==> config.mk <==
export PLATFORM = sky130hd
export DESIGN_NAME = ecc_scrub_ctrl
export DESIGN_NICKNAME = d
export VERILOG_FILES = /design/src/rtl/ecc_scrub_ctrl.sv
export SDC_FILE = /design/constraint.sdc
export NUM_CORES = 1
export LEC_CHECK = 0
export CORE_MARGIN = 3
export CORE_UTILIZATION = 41
export DETAILED_ROUTE_END_ITERATION = 12
export PLACE_DENSITY = 0.89
export SKIP_LAST_GASP = 1
export SYNTH_ARGS = -nofsm -noshare
export SYNTH_HDL_FRONTEND = slang
export SYNTH_SLANG_ARGS = --single-unit
==> constraint.sdc <==
create_clock -name clock -period 3.25 [get_ports clock]
set_clock_uncertainty 0.2 [all_clocks]
set_input_delay 0.325 -clock clock [delete_from_list [all_inputs] [get_ports clock]]
set_output_delay 0.325 -clock clock [all_outputs]
set_load 0.005 [all_outputs]
==> src/rtl/ecc_scrub_ctrl.sv <==
// ecc_scrub_ctrl: arbitrates one SECDED-protected array port between a host
// requester and a background scrubber. The scrubber visits every address in
// turn, rewrites words that come back with a correctable error, and logs
// correctable/uncorrectable events in saturating counters plus a sticky irq.
module ecc_scrub_ctrl #(
  parameter int DATA_W         = 57,
  parameter int ADDR_W         = 6,
  parameter int DEPTH          = 64,
  parameter int SCRUB_INTERVAL = 256,
  parameter int STARVE_LIMIT   = 16
) (
  input  logic              clock,
  input  logic              reset,
  input  logic              scrub_enable,
  input  logic              err_clr,
  input  logic              host_req,
  input  logic              host_we,
  input  logic [ADDR_W-1:0] host_addr,
  input  logic [DATA_W-1:0] host_wdata,
  output logic              host_gnt,
  output logic              host_rvalid,
  output logic [DATA_W-1:0] host_rdata,
  output logic              host_dbl_err,
  output logic              mem_en,
  output logic              mem_we,
  output logic [ADDR_W-1:0] mem_addr,
  output logic [DATA_W-1:0] mem_wdata,
  input  logic [DATA_W-1:0] mem_rdata,
  input  logic              mem_sgl_err,
  input  logic              mem_dbl_err,
  output logic [15:0]       corr_count,
  output logic [15:0]       uncorr_count,
  output logic [ADDR_W-1:0] last_err_addr,
  output logic              err_irq
);

  localparam int INT_W = (SCRUB_INTERVAL > 2) ? $clog2(SCRUB_INTERVAL) : 1;
  localparam int STV_W = $clog2(STARVE_LIMIT + 1);

  localparam logic [INT_W-1:0]  INT_LAST  = INT_W'(SCRUB_INTERVAL - 1);
  localparam logic [STV_W-1:0]  STV_MAX   = STV_W'(STARVE_LIMIT);
  localparam logic [ADDR_W-1:0] ADDR_LAST = ADDR_W'(DEPTH - 1);

  typedef enum logic {
    ST_IDLE      = 1'b0,
    ST_SCRUB_CHK = 1'b1
  } state_t;

  state_t            r_state;
  state_t            w_state_nxt;
  logic [INT_W-1:0]  r_interval_cnt;
  logic              r_scrub_pending;
  logic [STV_W-1:0]  r_starve_cnt;
  logic [ADDR_W-1:0] r_scrub_addr;
  logic              r_host_rvalid;
  logic [ADDR_W-1:0] r_host_addr;
  logic [15:0]       r_corr_count;
  logic [15:0]       r_uncorr_count;
  logic [ADDR_W-1:0] r_last_err_addr;
  logic              r_err_irq;

  logic              w_in_idle;
  logic              w_in_chk;
  logic              w_scrub_issue;
  logic              w_host_gnt;
  logic              w_chk;
  logic              w_corr_evt;
  logic              w_uncorr_evt;
  logic [ADDR_W-1:0] w_evt_addr;

  assign w_in_idle = (r_state == ST_IDLE);
  assign w_in_chk  = (r_state == ST_SCRUB_CHK);

  // The scrub wins when the host is quiet, or once the host has had its quota
  // of grants while the scrub was waiting.
  assign w_scrub_issue = w_in_idle && r_scrub_pending &&
                         (!host_req || (r_starve_cnt == STV_MAX));
  assign w_host_gnt    = w_in_idle && !w_scrub_issue && host_req;

  // Read responses never overlap: a scrub check cycle always follows a cycle
  // with no host grant, so one shared error path serves both sources.
  assign w_chk        = w_in_chk || r_host_rvalid;
  assign w_uncorr_evt = w_chk && mem_dbl_err;
  assign w_corr_evt   = w_chk && mem_sgl_err && !mem_dbl_err;
  assign w_evt_addr   = w_in_chk ? r_scrub_addr : r_host_addr;

  // State register.
  // NOTE: clocked processes use non-blocking (<=) so every register samples
  // pre-edge values; blocking here would create order-dependent simulation.
  always_ff @(posedge clock) begin
    if (reset) r_state <= ST_IDLE;
    else       r_state <= w_state_nxt;
  end

  // Next-state logic: a scrub check always lasts exactly one cycle.
  // NOTE: every combinational output gets a default first so no path leaves
  // it unassigned, which would infer a latch.
  always_comb begin
    w_state_nxt = r_state;
    case (r_state)
      ST_IDLE:      if (w_scrub_issue) w_state_nxt = ST_SCRUB_CHK;
      ST_SCRUB_CHK: w_state_nxt = ST_IDLE;
      default:      w_state_nxt = ST_IDLE;
    endcase
  end

  // Output logic: drives the single array port from the scrubber or the host.
  // Reset gates the strobes so an abandoned scrub check never writes back.
  always_comb begin
    host_gnt  = 1'b0;
    mem_en    = 1'b0;
    mem_we    = 1'b0;
    mem_addr  = '0;
    mem_wdata = '0;
    if (!reset) begin
      case (r_state)
        ST_IDLE: begin
          if (w_scrub_issue) begin
            mem_en   = 1'b1;
            mem_addr = r_scrub_addr;
          end else if (w_host_gnt) begin
            host_gnt  = 1'b1;
            mem_en    = 1'b1;
            mem_we    = host_we;
            mem_addr  = host_addr;
            mem_wdata = host_wdata;
          end
        end
        ST_SCRUB_CHK: begin
          // Corrected data goes straight back; uncorrectable words are left.
          if (mem_sgl_err && !mem_dbl_err) begin
            mem_en    = 1'b1;
            mem_we    = 1'b1;
            mem_addr  = r_scrub_addr;
            mem_wdata = mem_rdata;
          end
        end
        default: ;
      endcase
    end
  end

  // Interval timer: counts only while no scrub is waiting.
  always_ff @(posedge clock) begin
    if (reset || !scrub_enable) begin
      r_interval_cnt  <= '0;
      r_scrub_pending <= 1'b0;
    end else if (w_scrub_issue) begin
      r_scrub_pending <= 1'b0;
    end else if (!r_scrub_pending) begin
      if (r_interval_cnt == INT_LAST) begin
        r_interval_cnt  <= '0;
        r_scrub_pending <= 1'b1;
      end else begin
        r_interval_cnt <= r_interval_cnt + INT_W'(1);
      end
    end
  end

  // Starvation counter: host grants taken while a scrub is waiting.
  always_ff @(posedge clock) begin
    if (reset || w_scrub_issue)                                   r_starve_cnt <= '0;
    else if (w_host_gnt && r_scrub_pending && r_starve_cnt != STV_MAX) r_starve_cnt <= r_starve_cnt + STV_W'(1);
  end

  // Scrub address advances after every check, wrapping at the last word.
  always_ff @(posedge clock) begin
    if (reset)                   r_scrub_addr <= '0;
    else if (w_in_chk)           r_scrub_addr <= (r_scrub_addr == ADDR_LAST) ? '0 : r_scrub_addr + ADDR_W'(1);
  end

  // Host read tracking: data is valid the cycle after a read grant.
  always_ff @(posedge clock) begin
    if (reset) begin
      r_host_rvalid <= 1'b0;
      r_host_addr   <= '0;
    end else begin
      r_host_rvalid <= w_host_gnt && !host_we;
      if (w_host_gnt) r_host_addr <= host_addr;
    end
  end

  // Error log: saturating counters, last error address and sticky irq.
  always_ff @(posedge clock) begin
    if (reset) begin
      r_corr_count    <= '0;
      r_uncorr_count  <= '0;
      r_last_err_addr <= '0;
      r_err_irq       <= 1'b0;
    end else begin
      if (w_corr_evt && r_corr_count != 16'hFFFF)     r_corr_count   <= r_corr_count + 16'd1;
      if (w_uncorr_evt && r_uncorr_count != 16'hFFFF) r_uncorr_count <= r_uncorr_count + 16'd1;
      if (w_corr_evt || w_uncorr_evt)                 r_last_err_addr <= w_evt_addr;
      // A new uncorrectable error outranks a simultaneous clear.
      if (w_uncorr_evt) r_err_irq <= 1'b1;
      else if (err_clr) r_err_irq <= 1'b0;
    end
  end

  // The array returns data one cycle after the strobe, so read data is passed
  // through during the registered valid cycle and held at zero otherwise.
  assign host_rvalid   = r_host_rvalid;
  assign host_rdata    = r_host_rvalid ? mem_rdata : '0;
  assign host_dbl_err  = r_host_rvalid && mem_dbl_err;
  assign corr_count    = r_corr_count;
  assign uncorr_count  = r_uncorr_count;
  assign last_err_addr = r_last_err_addr;
  assign err_irq       = r_err_irq;

endmodule

### Yosys cells after proc, flatten, opt, wreduce, memory -nomap -nowiden

Cells that the tools add are included.

| storage, ports and cells | value |
|---|---|
| flip-flop bits (word level) | 67 |
| bits of input ports | 128 |
| output and inout bits | 164 |
| word-level logic and storage cells | 84 |

| operators by class | value |
|---|---|
| add/subtract/negate cells | 5 |
| equal/unequal tests | 6 |
| multiplexer cells | 32 |
| bitwise operators | 3 |
| reduce and logical (&&, ||, !) cells | 27 |

Operators by type and width:

| kind | number |
|---|---|
| 57-bit 2-to-1 mux | 5 |
| 57-bit one-hot mux with 2 select lines | 1 |
| 6-bit 2-to-1 mux | 6 |
| 16-bit by 1-bit adder with 16-bit output (second input constant) | 2 |
| 16-bit != test (second input constant) | 2 |
| 1-bit 2-to-1 mux | 15 |
| 1-bit logical AND | 14 |
| 6-bit one-hot mux with 2 select lines | 1 |
| 8-bit by 1-bit adder with 8-bit output (second input constant) | 1 |
| 8-bit equality test (second input constant) | 1 |
| 8-bit 2-to-1 mux | 1 |
| 6-bit by 1-bit adder with 6-bit output (second input constant) | 1 |
| 6-bit equality test (second input constant) | 1 |
| 1-bit one-hot mux with 2 select lines | 3 |
| 5-bit by 1-bit adder with 5-bit output (second input constant) | 1 |
| 5-bit equality test (second input constant) | 1 |
| 1-bit zero test | 5 |
| 1-bit logical OR | 5 |
| 5-bit != test (second input constant) | 1 |
| 1-bit NOT | 3 |
| 2-bit AND reduction | 1 |
| 2-bit nonzero test | 1 |
| 2-bit OR reduction | 1 |

### Logic depth before layout (Yosys ltp)

Gate-level depths: netlist (run 1).

| depth | value |
|---|---|
| depth after elaboration | 10 |
| mapped depth | 7 |
| mapped depth without buffers | 6 |

### Worst setup path before layout (run 1)

OpenSTA, ideal clock, no wires.

| timing | value |
|---|---|
| path kind | reg2out |
| start point | reg r_starve_cnt[0] |
| end point | out mem_addr[1] |
| data arrival time | 1735 ps |
| data required time | 2725 ps |
| slack | 990 ps |
| stages on the path, launching flop included | 8 |
| path buffers | 1 |
| path through | dfxtp_1 inv_1 ha_1 and4bb_2 a21oi_1 buf_2 nand2_1 a221oi_1 |

| on the way | value |
|---|---|
| cells in the longest elaborated chain, start to end | 10 |

Ends and longest elaborated chain:

| element | RTL line | RTL |
|---|---|---|
| start: declaration | 53 | `logic [STV_W-1:0] r_starve_cnt;` |
| start signal: assignment | 163 | `else if (w_host_gnt && r_scrub_pending && r_starve_cnt != STV_MAX) r_starve_cnt <= r_starve_cnt + STV_W'(1);` |
| 5-bit equality test * | 77 | `(!host_req \|\| (r_starve_cnt == STV_MAX));` |
| 1-bit logical OR * | 77 |  |
| 1-bit logical AND * | 76 | `assign w_scrub_issue = w_in_idle && r_scrub_pending &&` |
| 1-bit zero test | 78 | `assign w_host_gnt = w_in_idle && !w_scrub_issue && host_req;` |
| 1-bit logical AND (2 in a row) | 78 |  |
| 6-bit 2-to-1 mux | 121 | `end else if (w_host_gnt) begin` |
| 6-bit 2-to-1 mux * | 118 | `if (w_scrub_issue) begin` |
| 6-bit one-hot mux with 2 select lines * | 116 | `case (r_state)` |
| 6-bit 2-to-1 mux * | 115 | `if (!reset) begin` |
| end: declaration | 26 | `output logic [ADDR_W-1:0] mem_addr,` |

Every way passes the cells marked *; elsewhere a longest branch is shown, timed or not.

### Worst setup path after layout (run 1)

| timing | value |
|---|---|
| start point | reg r_starve_cnt[0] |
| end point | out mem_wdata[35] |

| on the way | value |
|---|---|
| cells in the longest elaborated chain, start to end | 10 |

Ends and longest elaborated chain:

| element | RTL line | RTL |
|---|---|---|
| 5-bit equality test * | 77 |  |
| 1-bit logical OR * | 77 |  |
| 1-bit logical AND * | 76 |  |
| 1-bit zero test | 78 |  |
| 1-bit logical AND (2 in a row) | 78 |  |
| 57-bit 2-to-1 mux | 121 |  |
| 57-bit 2-to-1 mux * | 118 |  |
| 57-bit one-hot mux with 2 select lines * | 116 |  |
| 57-bit 2-to-1 mux * | 115 |  |
| end: declaration | 27 | `output logic [DATA_W-1:0] mem_wdata,` |

Marks and branches as above.

==> results.md, run 1 <==
* Outcome: complete, no violations
* Aggregate global routing overflow at 0
* Clk pwr share at 43.3%
* CP max-delay cell: sky130_fd_sc_hd__clkdlybuf4s50_1
* Sequential Power Share at 36.5%
* Worst reg-to-reg setup slack at 0.73 ns
* Switching power as a share of total power at 24.96%
* DP Area at 0.007707 mm²
* DRC at 0
* Power per standard cell area at 284.9 mW/mm²
* Synthesized instance count at 647
* Final design area excluding fillers at 0.008098 mm²
* Seq cells post-synth at 67
* Async set-or-reset flop fraction in the synthesized netlist at 0%
* Number of inserted filler cells in the final layout at 856
* Post-Syn Nets at 781
* Seq/Total Area, Yosys at 28.86%
* Slew @ Worst Pin at 0.7586 ns
* Clock Tree Root: sky130_fd_sc_hd__clkbuf_16
* Worst min-delay path class: in2reg
* Number of max-cap violations at 0
* Int Pwr at 1.731 mW
* Total global-route track usage at 29.14%
* Pin count of the biggest net entering global routing at 58
* Number of nets in the layout at 1056
* Worst-skew pair later-pin latency at 0.33 ns
* IO Pins at 292
* DIE WIDTH at 112.5 µm
* Arrival time at the worst endpoint at 2.63 ns
* Global-route wire length before repair at 29860 µm
* Number of cells traversed by the worst register-to-register path at 6
* Initial antenna violation count at 1
* Total number of clock tree sinks at 67
* Vertical die dimension at 112.5 µm
* Gp weighted congestion at 0.9785
* Number of gates on the worst path with buffers counted at 9
* Worst-case vdd ir drop at 0.2333 mV
* Via count of the routed design at 5859
* Minimum clock period at 3.156 ns
* Setup crit end kind: output pin
* Initial Util at 42.49%
* Part of the power in combinational logic at 20.3%
* Highest clock rate at 316.8 MHz
* Clock slew at the register clock pins of the worst setup and hold paths at 0.06 ns
* Crit path cell chain: inv_1 -> ha_1 -> and4bb_4 -> a21oi_4 -> buf_12 -> buf_12 -> nand3_1 -> a21oi_1 -> clkdlybuf4s50_1
* Via count of the first global-routing pass at 5619
* Share of synthesized cell area in full adder, half adder and majority cells at 1.616%
* Final count of pins violating max slew at 0
* Post-synthesis compound-gate area fraction at 18.61%
* Core Util, Final at 74.05%
* Number of buffers on the longest clock path at 2
* Post-synthesis average cell area at 7.182 µm²
* TritonCTS clock tree: done
* Total power of the final layout at 2.307 mW
* Row count at 38
* Dominant cell type by count on the critical path: sky130_fd_sc_hd__buf_12
* Xor and xnor area share after synthesis at 2.262%
* Die footprint at 0.01265 mm²
* Final Hold Vio Count at 0
* Final hold slack at 0.2025 ns
* Via density at 5.491
* Area of the mapped netlist at 0.004647 mm²
* Worst EP required at 2.72 ns
* End point of the critical path: mem_wdata[35]
* Post-synth EDFFs at 0
* Synth Area in Simple Gates at 37.40%
* WL per Instance at 18.23 µm
* Final setup violating endpoints at 0
* Slowest Stage Delay on Critical Path at 0.57 ns
* Count of H-tree levels built during CTS at 3
* Top delay family on crit path: buffers and inverters
* Slew margin rel. at 49.29%
* Area of the core at 0.01094 mm²
* Antenna-violating nets left at 0
* Total leakage power at 2.914 nW
* Synthesis Warnings at 0
* Initial DRC count at 536
* Main combinational cell family by area after synthesis: simple AND/OR/NAND/NOR gates
* DP HPWL at 14870 µm
* Port bufs at 291
* Critical setup path kind: reg2out
* Final Cycle Share at 97.12%
* Switching power total at 0.5760 mW
* Reg2Reg Capture Point: corr_count[7]
* CP startpoint: r_starve_cnt[0]
* Share of final-layout standard cells stronger than drive strength 1 at 5.609%
* Worst R2R Start: corr_count[0]
* RSZ-0062 raised after global routing: yes
* Total inserted antenna cells at 0
* Buffer and inverter count on the worst path at 4
* Worst-path fanout max at 18
* Area growth syn-to-layout at 74.26%
* Drt total wl at 19450 µm
* Category of the worst setup path launch point: flip-flop
* Multiplexer fraction of the synthesized cell area at 6.354%
* TritonCTS Buffers at 9
* Detailed-router iteration count before antenna repair at 5
* Unique cell type count in the Yosys netlist at 56
* Hold buffers post-CTS at 0
* Most used flip-flop cell after synthesis: sky130_fd_sc_hd__dfxtp_1
[power by group through the flow]
stage / clock network (mW) / logic (mW) / registers (mW)
after global routing: 1.05 / 0.499 / 0.843
final: 0.998 / 0.467 / 0.842
after global placement: 0 / 0.452 / 0.860
after detailed placement: 0 / 0.454 / 0.860
after CTS: 1.01 / 0.460 / 0.842
after floorplan: 0 / 0.132 / 0.857
[timing repair]
item	CTS	global route
gates resized for setup	0	7
cloned	0	1
setup buffers	2	1
pin swaps	1	1
endpoints found under the setup margin	46	52
[synthesized netlist by cell type (all sizes together) (3+ instances only)]
library cell | n | area share [%]
a21oi | 85 | 9.2
nand2 | 81 | 6.5
nand3 | 74 | 8.0
dfxtp | 67 | 29
and2 | 59 | 7.9
nor2 | 47 | 3.8
clkbuf | 37 | 3.0
mux2i | 16 | 3.4
nor2b | 15 | 2.0
or4 | 13 | 2.2
a211oi | 12 | 2.2
mux2 | 12 | 2.9
nand4 | 12 | 1.8
buf | 11 | 1.1
o31ai | 11 | 1.8
inv | 10 | 0.81
xor2 | 10 | 1.9
o21ai | 9 | 1.2
ha | 6 | 1.6
nand2b | 5 | 0.67
nor3 | 5 | 0.54
nor4 | 5 | 0.67
or3 | 5 | 0.67
a22o | 4 | 0.75
and3 | 3 | 0.40
and4 | 3 | 0.57
o41ai | 3 | 0.73
[metal layers]
layer | GRT usage (%) | vias to the layer above | routed length (µm)
met1 | 36.15 | 2723 | 7941
met4 | 9.696 | 2 | 523
met5 | 0 | - | 18
met2 | 47.87 | 244 | 9313
met3 | 9.380 | 35 | 1651
li1 | - | 2855 | -
[area by class of cell]
type / count / area (µm²) / share of cell area, %
tap: 140 / 175.2 / 2.163
timing repair buffer: 312 / 3120 / 38.54
clock inverter: 7 / 85.08 / 1.051
sequential: 67 / 1346 / 16.63
inverter: 10 / 37.54 / 0.4635
multi-input combinational: 522 / 3108 / 38.38
clock buffer: 9 / 225.2 / 2.781
[sequential cells by signal, indices dropped and copies added, names as in the netlist]
register and cells:
r_host_addr 6, r_scrub_pending 1, host_rvalid 1, last_err_addr 6, err_irq 1, corr_count 16, uncorr_count 16, r_scrub_addr 6
r_interval_cnt 8, r_state 1, r_starve_cnt 5
[through the flow]
stage,setup slack [ns],TNS [ns],std cells
after floorplan,0.9904,0,647
after CTS,0.04075,0,1065
after global routing,-0.05356,-0.1292,1067
after detailed placement,0.2150,0,1047
after global placement,0.2693,0,1047
final,0.09360,0,1067
[worst min-delay path by stage]
| stage | to | start | slack (ns) | cells after the start |
|---|---|---|---|---|
| 6_report | r_host_addr[3] | reset | 0.20 | 2 |
| 5_1_grt | r_scrub_addr[4] | reset | 0.21 | 2 |
| 4_1_cts | r_scrub_addr[4] | reset | 0.19 | 2 |
| 3_5_place_dp | err_irq | err_irq | 0.28 | 2 |
| 3_3_place_gp | r_host_addr[2] | r_host_addr[2] | 0.27 | 2 |
| 2_1_floorplan | host_rvalid | host_we | 0.20 | 1 |
[cell usage in the layout, fill, tap and decap left out, types with 11 or more instances in the layout]
cell type / synthesis / final
sky130_fd_sc_hd__mux2_1: 12 / 12
sky130_fd_sc_hd__buf_4: 0 / 18
sky130_fd_sc_hd__or4_1: 12 / 12
sky130_fd_sc_hd__nor2b_1: 15 / 15
sky130_fd_sc_hd__dfxtp_1: 67 / 65
sky130_fd_sc_hd__nand4_1: 11 / 11
sky130_fd_sc_hd__nor2_1: 47 / 47
sky130_fd_sc_hd__a21oi_1: 85 / 83
sky130_fd_sc_hd__and2_1: 59 / 59
sky130_fd_sc_hd__nand3_1: 74 / 74
sky130_fd_sc_hd__clkdlybuf4s50_1: 0 / 285
sky130_fd_sc_hd__o31ai_1: 11 / 11
sky130_fd_sc_hd__nand2_1: 81 / 81
sky130_fd_sc_hd__mux2i_1: 16 / 16
sky130_fd_sc_hd__a211oi_1: 11 / 11
[cell families after synthesis]
group	count (synthesis)
AOI/OAI and AO/OA	140
muxes	28
buffers and inverters	58
adders and majority gates	6
xor gates and xnor gates	12
and+or+nand+nor	336
DFF	67
Note: power is estimated with default switching activity, not from simulation.
==> run 2: changes to the inputs <==
--- a/config.mk
+++ b/config.mk
@@ -6,9 +6,10 @@
 export NUM_CORES = 1
 export LEC_CHECK = 0
 export CORE_MARGIN = 3
-export CORE_UTILIZATION = 41
+export CORE_UTILIZATION = 38
 export DETAILED_ROUTE_END_ITERATION = 12
-export PLACE_DENSITY = 0.89
+export MAX_ROUTING_LAYER = met4
+export PLACE_DENSITY = 0.84
 export SKIP_LAST_GASP = 1
 export SYNTH_ARGS = -nofsm -noshare
 export SYNTH_HDL_FRONTEND = slang
==> constraint.sdc (replaced) <==
create_clock -name clock -period 3.51 [get_ports clock]
set_clock_uncertainty 0.2 [all_clocks]
set_input_delay 0.351 -clock clock [delete_from_list [all_inputs] [get_ports clock]]
set_output_delay 0.351 -clock clock [all_outputs]
set_load 0.005 [all_outputs]
==> run 2 against run 1 <==
Compared with the run above: sequential share of layout area increased by 0.059 points; global-route usage decreased by 2.0 points; critical path depth decreased by 1; cell count is 0.28% lower; largest cell class is now multi-input gates; largest power group unchanged.
==> results.md, run 2 (synthesis gave the netlist of run 1 again) <==
* Outcome: complete, no violations
* PnR worst setup slack at 0.1636 ns (+0.06998 ns)
* Area of the core at 0.01166 mm² (+6.6%)
* Total leakage power at 2.818 nW (-3.3%)
* WL per Instance at 18.08 µm (-0.79%)
* Count of H-tree levels built during CTS at 3 (unchanged)
* Most frequent cells in the layout: 290 x sky130_fd_sc_hd__clkdlybuf4s50_1, 83 x sky130_fd_sc_hd__a21oi_1, 81 x sky130_fd_sc_hd__nand2_1
* Via count of the first global-routing pass at 5481 (-2.5%)
* Number of max-cap violations at 0 (unchanged)
* Minimum clock period at 3.346 ns
* DRC at 0 (unchanged)
* Post-CTS Repair Setup Buffers at 0 (-2)
* Worst-skew pair later-pin latency at 0.33 ns (about the same)
* Number of nets in the layout at 1050 (-0.57%)
* Die footprint at 0.01359 mm² (+7.5%)
* Worst-case vdd ir drop at 0.2573 mV (+10%)
* IO Pins at 292 (unchanged)
* Initial DRC count at 628 (+17%)
* Final setup violating endpoints at 0 (unchanged)
* Clock Tree Root: sky130_fd_sc_hd__clkbuf_16
* Port bufs at 291 (unchanged)
* Via count of the routed design at 5837 (-0.38%)
* Global-route wire length before repair at 28520 µm (-4.5%)
* Final hold slack at 0.2384 ns (+0.03589 ns)
* Detailed-router iteration count before antenna repair at 5 (unchanged)
* Initial antenna violation count at 0 (-1)
* Highest clock rate at 298.8 MHz
* Final count of pins violating max slew at 0 (unchanged)
* Worst reg-to-reg setup slack at 1.01 ns (+0.28 ns)
* Total global-route track usage at 27.18% (-2.0 points)
* Setup slack after placement at 0.2812 ns (+0.06619 ns)
* Initial Util at 39.85% (-2.6 points)
* Worst min-delay path class: in2reg
* Hold buffers post-CTS at 0 (unchanged)
* Area growth syn-to-layout at 73.64%
* Clock slew at the register clock pins of the worst setup and hold paths at 0.06 ns (about the same)
* DIE WIDTH at 116.6 µm (+3.7%)
* TritonCTS Buffers at 9 (unchanged)
* Number of buffers on the longest clock path at 2 (unchanged)
* Arrival time at the worst endpoint at 2.80 ns (+0.17 ns)
* Row count at 39 (+2.6%)
* DP HPWL at 14580 µm (-1.9%)
* RSZ-0062 raised after global routing: no
* Commonest non-fill, non-tap cell in the layout: sky130_fd_sc_hd__clkdlybuf4s50_1
* Setup crit end kind: output pin
* Aggregate global routing overflow at 0 (unchanged)
* Pin count of the biggest net entering global routing at 58 (unchanged)
* Resized cells post-CTS at 0 (unchanged)
* Category of the worst setup path launch point: flip-flop
* Final Cycle Share at 95.34%
* Drt total wl at 19240 µm (-1.1%)
* Antenna-violating nets left at 0 (unchanged)
* Worst-path fanout max at 27 (+9)
* Final Hold Vio Count at 0 (unchanged)
* Gp weighted congestion at 0.8895 (-9.1%)
* Vertical die dimension at 116.6 µm (+3.7%)
* TritonCTS clock tree: done
* Slew @ Worst Pin at 0.8091 ns (+0.05055 ns)
* Slew margin rel. at 45.92% (-3.4 points)
* Power per standard cell area at 279.1 mW/mm² (-2.1%)
* Total inserted antenna cells at 0 (unchanged)
* Critical setup path kind: reg2out
* Worst EP required at 2.96 ns (+0.24 ns)
* Total number of clock tree sinks at 67 (unchanged)
* Total negative slack at 0 ns (unchanged)
* Share of final-layout standard cells stronger than drive strength 1 at 4.995% (-0.61 points)
* Via density at 5.486 (about the same)
run 2: area by class of cell:
cell class	count	area, µm²
clock inverters	6	112.6
repair buffers	306	3050
fillers	946	3593
flip-flops and latches	67	1346
multi-input cells	522	3104
well taps	143	178.9
inverters	10	37.54
clock buffers	10	239.0
run 2: worst max-delay path, stage by stage, from the launching register on:
cell and delay [ns]:
sky130_fd_sc_hd__dfxtp_1 0.34, sky130_fd_sc_hd__inv_1 0.08, sky130_fd_sc_hd__ha_1 0.21, sky130_fd_sc_hd__and4bb_2 0.29, sky130_fd_sc_hd__a21oi_4 0.33, sky130_fd_sc_hd__buf_12 0.23, sky130_fd_sc_hd__nand3_1 0.11, sky130_fd_sc_hd__a21oi_2 0.29
sky130_fd_sc_hd__clkdlybuf4s50_1 0.56
run 2: worst paths after layout:
path / cells past startpoint / end / start
setup / recovery: 8 / mem_wdata[3] / r_starve_cnt[0]
hold / removal: 2 / r_starve_cnt[3] / reset
setup reg to reg: 5 / corr_count[7] / r_state
hold reg to reg: 2 / err_irq / err_irq
run 2: where the power goes:
part / internal [mW] / switching (mW) / leakage, nW
Sequential: 0.770 / 0.0101 / 0.543
Clock: 0.714 / 0.334 / 0.173
Combinational: 0.266 / 0.157 / 2.10
run 2: through the flow:
stage          utilization, %  cells  power, mW  area (µm²)
2_1_floorplan               -    647     0.9159        4647
3_3_place_gp            65.93   1047      1.212        7689
3_5_place_dp            65.93   1047      1.213        7689
4_1_cts                 68.94   1063      2.261        8040
5_1_grt                 69.19   1064      2.332        8069
6_report                69.19   1064      2.252        8069
run 2: routing by layer:
| metal | global-route usage [%] | wire length [µm] | up-vias |
|---|---|---|---|
| met1 | 33.67 | 7925 | 2700 |
| met5 | - | 0 | - |
| met4 | 5.657 | 255 | 0 |
| li1 | - | - | 2855 |
| met2 | 44.74 | 9525 | 264 |
| met3 | 7.254 | 1536 | 18 |
